**config.mk**
```make
export PLATFORM = sky130hd
export DESIGN_NAME = instr_fetch
export DESIGN_NICKNAME = d
export VERILOG_FILES = /design/src/rtl/instr_fetch.sv
export SDC_FILE = /design/constraint.sdc
export NUM_CORES = 1
export LEC_CHECK = 0
export CAP_MARGIN = 20
export CORE_AREA = 2 2 97 81
export CTS_CLUSTER_DIAMETER = 100
export DETAILED_ROUTE_END_ITERATION = 6
export DIE_AREA = 0 0 99 83
export PLACE_DENSITY = 0.78
export SLEW_MARGIN = 20
export SYNTH_ARGS = -nofsm -noshare
export SYNTH_HDL_FRONTEND = slang
export SYNTH_SLANG_ARGS = --single-unit
```
**constraint.sdc**
```tcl
create_clock -name sys_clk -period 2.15 [get_ports sys_clk]
set_input_delay 0.215 -clock sys_clk [delete_from_list [all_inputs] [get_ports sys_clk]]
set_output_delay 0.215 -clock sys_clk [all_outputs]
set_load 0.01 [all_outputs]
```
**src/rtl/instr_fetch.sv**
```systemverilog
// Instruction fetch sequencer: one word read per start, req/ready handshake,
// flush handling while a read is outstanding.
// Optional memory timeout enabled by defining INSTR_FETCH_TIMEOUT_EN.
module instr_fetch #(
    parameter logic [31:0] RESET_INSTR    = 32'h00000013,
    parameter int unsigned TIMEOUT_CYCLES = 255
) (
    input  logic        sys_clk,
    input  logic        sys_rst,
    input  logic        start,
    input  logic        flush,
    input  logic [31:0] pc_in,
    input  logic [31:0] mem_rdata,
    input  logic        mem_ready,
    output logic        mem_req,
    output logic [31:0] mem_addr,
    output logic [31:0] instr,
    output logic        instr_valid,
    output logic        misalign,
    output logic        fetch_err,
    output logic        busy
);

    localparam logic [1:0] S_IDLE  = 2'd0;
    localparam logic [1:0] S_WAIT  = 2'd1;
    localparam logic [1:0] S_DRAIN = 2'd2;

    logic [1:0]  state, state_nxt;
    logic        mem_req_nxt;
    logic [31:0] mem_addr_nxt;
    logic [31:0] instr_nxt;
    logic        instr_valid_nxt;
    logic        misalign_nxt;
    logic        fetch_err_nxt;
    logic [15:0] cnt, cnt_nxt;
    logic        timeout_c;

`ifdef INSTR_FETCH_TIMEOUT_EN
    // Timeout fires on the cycle the counter would reach TIMEOUT_CYCLES.
    assign timeout_c = (cnt == 16'(TIMEOUT_CYCLES - 1));
`else
    logic unused_timeout;
    assign unused_timeout = ^{16'(TIMEOUT_CYCLES), cnt};
    assign timeout_c = 1'b0;
`endif

    // State and registered outputs.
    always_ff @(posedge sys_clk or posedge sys_rst) begin
        if (sys_rst) begin
            state       <= S_IDLE;
            mem_req     <= 1'b0;
            mem_addr    <= 32'h0;
            instr       <= RESET_INSTR;
            instr_valid <= 1'b0;
            misalign    <= 1'b0;
            fetch_err   <= 1'b0;
            busy        <= 1'b0;
            cnt         <= 16'h0;
        end else begin
            state       <= state_nxt;
            mem_req     <= mem_req_nxt;
            mem_addr    <= mem_addr_nxt;
            instr       <= instr_nxt;
            instr_valid <= instr_valid_nxt;
            misalign    <= misalign_nxt;
            fetch_err   <= fetch_err_nxt;
            busy        <= (state_nxt != S_IDLE);
            cnt         <= cnt_nxt;
        end
    end

    // Next-state and next-output logic; pulses default low.
    always_comb begin
        state_nxt       = state;
        mem_req_nxt     = mem_req;
        mem_addr_nxt    = mem_addr;
        instr_nxt       = instr;
        instr_valid_nxt = 1'b0;
        misalign_nxt    = 1'b0;
        fetch_err_nxt   = 1'b0;
        cnt_nxt         = cnt;
        case (state)
            S_IDLE: begin
                if (start && !flush) begin
                    if (pc_in[1:0] != 2'b00) begin
                        misalign_nxt = 1'b1;
                    end else begin
                        mem_addr_nxt = pc_in;
                        mem_req_nxt  = 1'b1;
                        cnt_nxt      = 16'h0;
                        state_nxt    = S_WAIT;
                    end
                end
            end
            S_WAIT: begin
                cnt_nxt = cnt + 16'd1;
                if (mem_ready) begin
                    mem_req_nxt = 1'b0;
                    state_nxt   = S_IDLE;
                    if (!flush) begin
                        instr_nxt       = mem_rdata;
                        instr_valid_nxt = 1'b1;
                    end
                end else if (timeout_c) begin
                    fetch_err_nxt = 1'b1;
                    mem_req_nxt   = 1'b0;
                    state_nxt     = S_IDLE;
                end else if (flush) begin
                    state_nxt = S_DRAIN;
                end
            end
            S_DRAIN: begin
                cnt_nxt = cnt + 16'd1;
                if (mem_ready) begin
                    mem_req_nxt = 1'b0;
                    state_nxt   = S_IDLE;
                end else if (timeout_c) begin
                    fetch_err_nxt = 1'b1;
                    mem_req_nxt   = 1'b0;
                    state_nxt     = S_IDLE;
                end
            end
            default: begin
                mem_req_nxt = 1'b0;
                state_nxt   = S_IDLE;
            end
        endcase
    end

endmodule
```
==> impl_metrics.tcl, run 1 <==
set metrics [dict create \
    status "finished, final reports clean" \
    drc 0 \
    syn_inst 170 \
    hold_viol 0 \
    final_nets 386 \
    clock-root-buffer "clkbuf_8" \
    cts_resized 0 \
    path_class "register to register" \
    insertedDiodeCount 0 \
    power.leakage_nw 2.06 \
    dp_cells 392 \
    syn_nets 243 \
    clkTransAtPathRegs_ns 0.08 \
    min_path_type "input port to asynchronous set/reset pin" \
    max_freq_mhz 605 \
    fillers 548 \
    switching_share 0.277 \
    viasPerCell 4.60 \
    grtUsageTotal 0.154 \
    yosysWarnings 0 \
    grt_max_degree 71 \
    postCtsSetupBuffers 0 \
    synth_seq_area_share 0.621 \
    fin_tns_setup_ns 0 \
    critical_path.startpoint "state[1]" \
    fin_skew_ns 0.0130 \
    arrival_ns 1.86 \
    rrSetupSlack_ns 0.50 \
    routed_wl_um 6340 \
    h-tree-depth 3 \
    initial_core_util 0.393 \
    async_reset_ff_frac 1.00 \
    cp-start-kind "register" \
    ir_drop_mv 0.579 \
    finalNonFillerCells 408 \
    p_total_mw 6.14 \
    power.density_nw_per_um2 1350 \
    numCtsBuffers 9 \
    die_w_um 99 \
    die_area_um2 8220 \
    core.rowCount 28 \
    p_clk_frac 0.198 \
    dr.pass1.iters 3 \
    drive_gt1_frac 0.277 \
    wire_per_inst_um 15.5 \
    crit_path_end_kind "register" \
    grt_pass1_wl_um 10100 \
    area_delta_synth_final_pct 60.5 \
    cts.sinks 70 \
    hpwl_um 4560 \
    cts_tree "done" \
    worstPathMaxFanout 33 \
    antenna_left 0 \
    syn_area_um2 2830 \
    clk_path_buf_depth 2 \
    maxSlewViolCount 0 \
    pwr-share-seq 0.373 \
    finalCriticalPeriod_ns 1.65 \
    ios 138 \
    core_um2 7180 \
    syn_area_per_cell_um2 16.6 \
    rr_endpoint "instr[3]" \
    die_h_um 83 \
    synth_edf_count 0 \
    dominantRegCellSynth "dfrtp_1" \
    worstRegToRegCells 6 \
    placed_cell_area_um2 4300 \
    gp_congestion 0.745 \
    antenna_found_initial 0 \
    ys_ff_latch 70 \
    setup-violations-final 0 \
    internal-power_mw 4.44 \
    r2r-start "state[1]" \
    gr-total-overflow 0 \
    hold_buffers 0 \
    rsz0062_at_grt "no" \
    clk_latency_ns 0.34 \
    fin_area_um2 4540 \
    p_switching_mw 1.70 \
    period_share 0.769 \
    drtIter0Drc 40 \
    required_ns 2.36 \
    combPwrFrac 0.429 \
    ys_types 25 \
    io_buffer_count 136 \
    whs_ns 0.250 \
    maxCapViolations 0 \
    vias 1877 \
    grt_pass1_vias 1963 \
]
[critical path, stage by stage (launching register included)]
cell and delay, ns:
dfrtp_1 0.40, inv_1 0.08, ha_1 0.21, nor2b_1 0.14, nand2_1 0.11, buf_12 0.21, mux2_2 0.36
[flip-flops by register name, indices dropped and copies added, names as in the netlist]
| signal | flops |
|---|---|
| busy | 1 |
| instr | 32 |
| misalign | 1 |
| mem_addr | 32 |
| state | 2 |
| mem_req | 1 |
| instr_valid | 1 |
[through the flow]
stage	utilization	setup WS (ns)
6_report	0.632	0.496
2_1_floorplan	-	0.172
3_3_place_gp	0.599	0.375
4_1_cts	0.632	0.487
5_1_grt	0.632	0.379
3_5_place_dp	0.599	0.355
[cell type report]
class                           instances  area, um^2  share of cell area
Tap cell                               90         113              0.0248
Timing Repair Buffer                  139        1420               0.313
Multi-Input combinational cell         87         991               0.218
Inverter                                6        22.5             0.00497
Clock buffer                           11         151              0.0334
Clock inverter                          5        81.3              0.0179
Sequential cell                        70        1760               0.387
[metal layers]
| layer | GRT usage | wire [um] |
|---|---|---|
| met1 | 0.207 | 2840 |
| met2 | 0.246 | 3050 |
| met3 | 0.0463 | 375 |
| met4 | 0.0411 | 67 |
| met5 | 0 | 0 |
[worst max path at each step]
stage,end,slack (ns),cells past startpoint
3_5_place_dp,busy,0.36,6
3_3_place_gp,busy,0.38,6
4_1_cts,instr[3],0.49,6
5_1_grt,instr[16],0.38,6
6_report,instr[3],0.50,6
2_1_floorplan,busy,0.17,1
[cell usage after synthesis (2+ instances only)]
library cell  instances  share of area
buf_6                 3          0.012
dfrtp_1              67           0.59
and2_1                2         0.0044
buf_2                 3         0.0053
a21oi_1               2         0.0035
nor2_1                2         0.0027
inv_1                 6         0.0080
ha_1                  4          0.018
mux2_2               34           0.14
mux2_4               28           0.15
nand2_1               3         0.0040
dfstp_2               3          0.028
[cell usage in the layout (no fill, tap or decap), drive strengths merged]
cell | Yosys | layout
a211o | 1 | 1
a21oi | 2 | 2
a31oi | 1 | 1
and2 | 2 | 2
buf | 7 | 3
bufinv | 0 | 2
clkbuf | 0 | 11
clkdlybuf4s50 | 0 | 136
clkinv | 0 | 2
clkinvlp | 0 | 1
conb | 1 | 1
dfrtp | 67 | 67
dfstp | 3 | 3
ha | 4 | 4
inv | 6 | 6
mux2 | 62 | 62
nand2 | 4 | 4
nand3b | 1 | 1
nor2 | 2 | 2
nor2b | 1 | 1
nor3b | 1 | 1
nor4b | 2 | 2
o21ai | 1 | 1
o22ai | 1 | 1
or2 | 1 | 1
[power by group through the flow]
stage / sequential (mW) / combinational [mW] / clock [mW]
2_1_floorplan: 2.56 / 0.873 / 0
3_3_place_gp: 2.27 / 2.63 / 0
3_5_place_dp: 2.31 / 2.67 / 0
4_1_cts: 2.29 / 2.68 / 1.25
5_1_grt: 2.38 / 2.78 / 1.31
6_report: 2.29 / 2.64 / 1.22
[logic make-up (layout without fill, tap and decap cells)]
family          after synthesis  count (layout)  synth area share
simple gates                 14              14            0.0345
other cells                   1               1           0.00133
fa+ha+maj                     4               4            0.0177
buf+inv                      13             161            0.0279
compound gates                6               6            0.0128
flops                        70              70             0.621
mux                          62              62             0.284
(Power assumes the default switching activity.)
==> inputs of run 2 (changes only) <==
--- a/config.mk
+++ b/config.mk
@@ -6,11 +6,11 @@
 export NUM_CORES = 1
 export LEC_CHECK = 0
 export CAP_MARGIN = 20
-export CORE_AREA = 2 2 97 81
+export CORE_AREA = 2 2 103 85
 export CTS_CLUSTER_DIAMETER = 100
 export DETAILED_ROUTE_END_ITERATION = 6
-export DIE_AREA = 0 0 99 83
-export PLACE_DENSITY = 0.78
+export DIE_AREA = 0 0 105 87
+export PLACE_DENSITY = 0.74
 export SLEW_MARGIN = 20
 export SYNTH_ARGS = -nofsm -noshare
 export SYNTH_HDL_FRONTEND = slang
==> constraint.sdc (replaced) <==
create_clock -name sys_clk -period 1.44 [get_ports sys_clk]
set_input_delay 0.144 -clock sys_clk [delete_from_list [all_inputs] [get_ports sys_clk]]
set_output_delay 0.144 -clock sys_clk [all_outputs]
set_load 0.01 [all_outputs]
==> run 2 against run 1 <==
  * The run now ends with negative setup slack left
  * Via count is 4.4% higher
  * Count of clock-buffer cells in the layout is 1 lower
  * Critical path depth shrank 1
  * Hold slack got worse by 0.0075 ns
  * Largest cell class unchanged
  * Highest routed layer unchanged
  * Combinational power rose by 57%
==> impl_metrics.tcl, run 2 (synthesis results as in run 1) <==
set metrics [dict create \
    status "finished, violations left" \
    violations "negative setup slack" \
    required_ns 1.66 \
    setup-violations-final 33 \
    grt_pass1_wl_um 10900 \
    worstPathMaxFanout 8 \
    mostFrequentLayoutCell "clkdlybuf4s50_1" \
    fin_tns_setup_ns -2.03 \
    area_delta_synth_final_pct 70.8 \
    dp_slack_ns -0.274 \
    period_share 1.06 \
    dp_cells 420 \
    grtUsageTotal 0.156 \
    crit_path_end_kind "register" \
    viasPerCell 4.41 \
    vias 1959 \
    fin_area_um2 4830 \
    maxCapViolations 0 \
    drc 0 \
    power.density_nw_per_um2 1890 \
    arrival_ns 1.74 \
    fin_util 0.590 \
    drtIter0Drc 48 \
    grt_pass1_vias 2082 \
    routed_wl_um 7140 \
    slowest_delay_ns 0.44 \
    drive_gt1_frac 0.331 \
    antenna_found_initial 0 \
    fillers 681 \
    wire_per_inst_um 16.1 \
    ir_drop_mv 0.674 \
    cts.sinks 70 \
    final_cell_mix "120 x clkdlybuf4s50_1, 66 x dfrtp_1, 32 x mux2_2" \
    ios 138 \
    p_total_mw 9.11 \
    h-tree-depth 3 \
    finalCriticalPeriod_ns 1.53 \
    numCtsBuffers 9 \
    power.leakage_nw 2.31 \
    die_area_um2 9140 \
    min_path_type "input port to asynchronous set/reset pin" \
    cpMaxStageDelayCell "dfrtp_2" \
    io_buffer_count 136 \
    rsz0062_at_grt "yes" \
    top_regs "instr: 32 flops, mem_addr: 32 flops, state: 2 flops" \
    clk_path_buf_depth 2 \
    fin_skew_ns 0.00617 \
    path_class "register to register" \
    clkTransAtPathRegs_ns 0.08 \
    hold_viol 0 \
    die_h_um 87 \
    rrSetupSlack_ns -0.09 \
    path_cells "ha_4 > nor2b_4 > nand2_4 > clkbuf_16 > mux2_2" \
    core.rowCount 30 \
    final_nets 400 \
    whs_ns 0.243 \
    placed_cell_area_um2 4400 \
    finalNonFillerCells 444 \
    gr-total-overflow 0 \
    max_freq_mhz 655 \
    antenna_left 0 \
    worst_slack_ns -0.0870 \
    cts_tree "done" \
    worstRegToRegCells 5 \
    insertedDiodeCount 0 \
    maxSlewViolCount 0 \
    initial_core_util 0.345 \
    core_um2 8180 \
    rr_endpoint "instr[10]" \
    clk_latency_ns 0.33 \
    cp-start-kind "register" \
    die_w_um 105 \
    r2r-start "state[0]" \
    hold_buffers 0 \
    grt_max_degree 71 \
    clock-root-buffer "clkbuf_8" \
    dr.pass1.iters 4 \
    gp_congestion 0.754 \
    hpwl_um 4700 \
]
## run 2: cell types whose count changed in the layout (fill, tap and decap cells not counted), sizes merged
| cell | before | now |
|---|---|---|
| dlygate4sd2 | 0 | 4 |
| bufinv | 2 | 1 |
| clkinvlp | 1 | 2 |
| buf | 3 | 15 |
| clkbuf | 11 | 12 |
| inv | 6 | 5 |
| dlymetal6s2s | 0 | 12 |
| clkdlybuf4s50 | 136 | 120 |
| clkinv | 2 | 4 |
## run 2: critical path, delay by kind of cell, from the launching register on
family                   cells  cell delay (ns)
adder cells (fa/ha/maj)      1             0.18
buffers and inverters        1             0.19
AND/OR/NAND/NOR              2             0.27
multiplexers                 1             0.33
flip-flops                   1             0.44
## run 2: how the worst max path moves through the flow
stage / from / endpoint
4_1_cts: state[1] / instr[21]
2_1_floorplan: state[1] / instr[21]
5_1_grt: state[1] / instr[21]
3_5_place_dp: pc_in[0] / mem_addr[19]
6_report: state[0] / instr[10]
3_3_place_gp: pc_in[0] / mem_addr[17]
## run 2: routing by layer
layer | wire length (um) | vias up | GRT usage
met4 | 194 | 0 | 0.0715
met5 | 0 | - | 0
met2 | 3470 | 72 | 0.249
li1 | - | 897 | -
met3 | 374 | 19 | 0.0426
met1 | 3090 | 971 | 0.200
## run 2: cell type report
cell class / instances / area, um^2 / share of cell area
sequential: 70 / 1760 / 0.364
clock inverter: 6 / 61.3 / 0.0127
timing repair buffer: 153 / 1650 / 0.341
inverter: 6 / 26.3 / 0.00544
tap: 112 / 140 / 0.0290
clock buffer: 10 / 138 / 0.0285
multi-input combinational: 87 / 1060 / 0.219
## run 2: repair_timing
action	in CTS	in global routing
resized for setup	14	19
endpoints found under the hold margin	0	0
pin swaps	3	4
setup endpoints to repair	65	63
buffers inserted	3	1
cloned	3	2
## run 2: power by group
part	total [mW]	switching, mW	internal [mW]
Clock	1.56	0.722	0.840
Sequential	3.41	0.489	2.92
Combinational	4.15	1.39	2.75
Total	9.11	2.60	6.51
==> inputs of run 3 (changes only) <==
--- a/config.mk
+++ b/config.mk
@@ -6,10 +6,10 @@
 export NUM_CORES = 1
 export LEC_CHECK = 0
 export CAP_MARGIN = 20
-export CORE_AREA = 2 2 103 85
+export CORE_AREA = 2 2 129 68
 export CTS_CLUSTER_DIAMETER = 100
 export DETAILED_ROUTE_END_ITERATION = 6
-export DIE_AREA = 0 0 105 87
+export DIE_AREA = 0 0 131 70
 export PLACE_DENSITY = 0.74
 export SLEW_MARGIN = 20
 export SYNTH_ARGS = -nofsm -noshare
==> run 3 against run 2 <==
  * The run still ends with negative setup slack left
  * First-iteration DRC count down 15%
  * Maximum frequency up 1.4%
  * Largest power group unchanged
  * Die area up 0.38%
==> impl_metrics.tcl, run 3 (synthesis results as in run 1) <==
set metrics [dict create \
    status "finished, violations left" \
    violations "negative setup slack" \
    required_ns 1.66 \
    maxCapViolations 0 \
    slowest_delay_ns 0.42 \
    clk_latency_ns 0.33 \
    power.leakage_nw 2.28 \
    routed_wl_um 7220 \
    core.rowCount 24 \
    internal-power_mw 7.27 \
    worstPathMaxFanout 8 \
    cts_tree "done" \
    die_h_um 70 \
    path_delay_family "buffers and inverters" \
    finalCriticalPeriod_ns 1.51 \
    p_switching_mw 2.70 \
    fin_skew_ns 0.00456 \
    cpMaxStageDelayCell "dfrtp_1" \
    switching_share 0.271 \
    period_share 1.05 \
    gr-total-overflow 0 \
    io_buffer_count 136 \
    antenna_left 0 \
    grtUsageTotal 0.163 \
    vias 1955 \
    viasPerCell 4.34 \
    initial_core_util 0.342 \
    setup-violations-final 48 \
    area_delta_synth_final_pct 75.1 \
    rrSetupSlack_ns -0.07 \
    p_total_mw 9.98 \
    path_cells "inv_2 > ha_4 > nand2_8 > buf_12 > clkbuf_16 > mux2_4" \
    dp_slack_ns -0.292 \
    grt_pass1_vias 2116 \
    die_w_um 131 \
    cp-start-kind "register" \
    maxSlewViolCount 0 \
    cp_num_buf_inv 3 \
    antenna_found_initial 0 \
    insertedDiodeCount 0 \
    rsz0062_at_grt "yes" \
    arrival_ns 1.72 \
    fin_tns_setup_ns -1.67 \
    min_path_type "input port to asynchronous set/reset pin" \
    hpwl_um 4760 \
    grt_pass1_wl_um 11000 \
    fin_util 0.599 \
    power.density_nw_per_um2 2020 \
    final_nets 401 \
    clock-root-buffer "clkbuf_16" \
    ios 138 \
    top_regs "instr: 32 flops, mem_addr: 32 flops, state: 2 flops" \
    gp_congestion 0.710 \
    dr.pass1.iters 4 \
    whs_ns 0.266 \
    combPwrFrac 0.421 \
    drc 0 \
    numCtsBuffers 9 \
    pwr-share-seq 0.342 \
    core_um2 8260 \
    path_class "register to register" \
    ir_drop_mv 0.895 \
    max_freq_mhz 664 \
    mostFrequentLayoutCell "clkdlybuf4s50_1" \
    grt_max_degree 71 \
    p_clk_frac 0.237 \
    final_cell_mix "127 x clkdlybuf4s50_1, 67 x dfrtp_1, 32 x mux2_2" \
    hold_viol 0 \
    clk_path_buf_depth 2 \
    wire_per_inst_um 16.0 \
    clkTransAtPathRegs_ns 0.06 \
    crit_path_end_kind "register" \
    cts.sinks 70 \
    drive_gt1_frac 0.333 \
    drtIter0Drc 41 \
    h-tree-depth 3 \
    worst_slack_ns -0.0660 \
    die_area_um2 9170 \
    hold_buffers 0 \
]
[run 3: repair_timing]
| action | in CTS | in global routing |
|---|---|---|
| resized for setup | 17 | 10 |
| setup endpoints to repair | 63 | 66 |
| pin swaps | 3 | 3 |
| buffers inserted | 3 | 0 |
| gates cloned | 3 | 3 |
[run 3: final cells by class]
| cell class | instances | area, um^2 |
|---|---|---|
| fillers | 655 | 3310 |
| flip-flops and latches | 70 | 1760 |
| repair buffers | 154 | 1630 |
| multi-input cells | 87 | 1060 |
| clock buffers | 10 | 239 |
| well taps | 117 | 146 |
| clock inverters | 6 | 85.1 |
| inverters | 6 | 26.3 |
[run 3: power by group through the flow]
stage	logic [mW]	clock network, mW	registers (mW)
floorplan	1.33	0	3.83
global placement	3.99	0	3.42
detailed placement	4.07	0	3.43
CTS	4.17	2.44	3.42
global route	4.49	2.54	3.54
finish	4.20	2.36	3.41
[run 3: worst register-to-register path, cell delays in order (launching register included)]
cell and delay [ns]:
dfrtp_1 0.42, inv_2 0.10, ha_4 0.18, nand2_8 0.08, buf_12 0.16, clkbuf_16 0.16
mux2_4 0.29
[run 3: worst paths after layout]
path	startpoint	endpoint	cells past startpoint
worst max-delay path	state[0]	mem_addr[5]	6
worst min-delay path	sys_rst	mem_addr[12]	3
worst max register to register	state[0]	mem_addr[5]	6
worst min register to register	mem_addr[1]	mem_addr[1]	1
max in group asynchronous	sys_rst	instr[4]	3
min in group sys_clk	start	misalign	2
[run 3: routing by layer]
layer,vias up,GRT usage,part of all wire
met2,82,0.226,0.41
met5,-,0,0
met1,957,0.230,0.48
met4,0,0.0532,0.011
li1,907,-,-
met3,9,0.0697,0.092
[run 3: per-stage QoR]
stage | std cells | cell area [um^2]
final | 450 | 4950
after global routing | 450 | 4950
after CTS | 448 | 4860
after detailed placement | 426 | 4410
after global placement | 426 | 4410
after floorplan | 170 | 2860
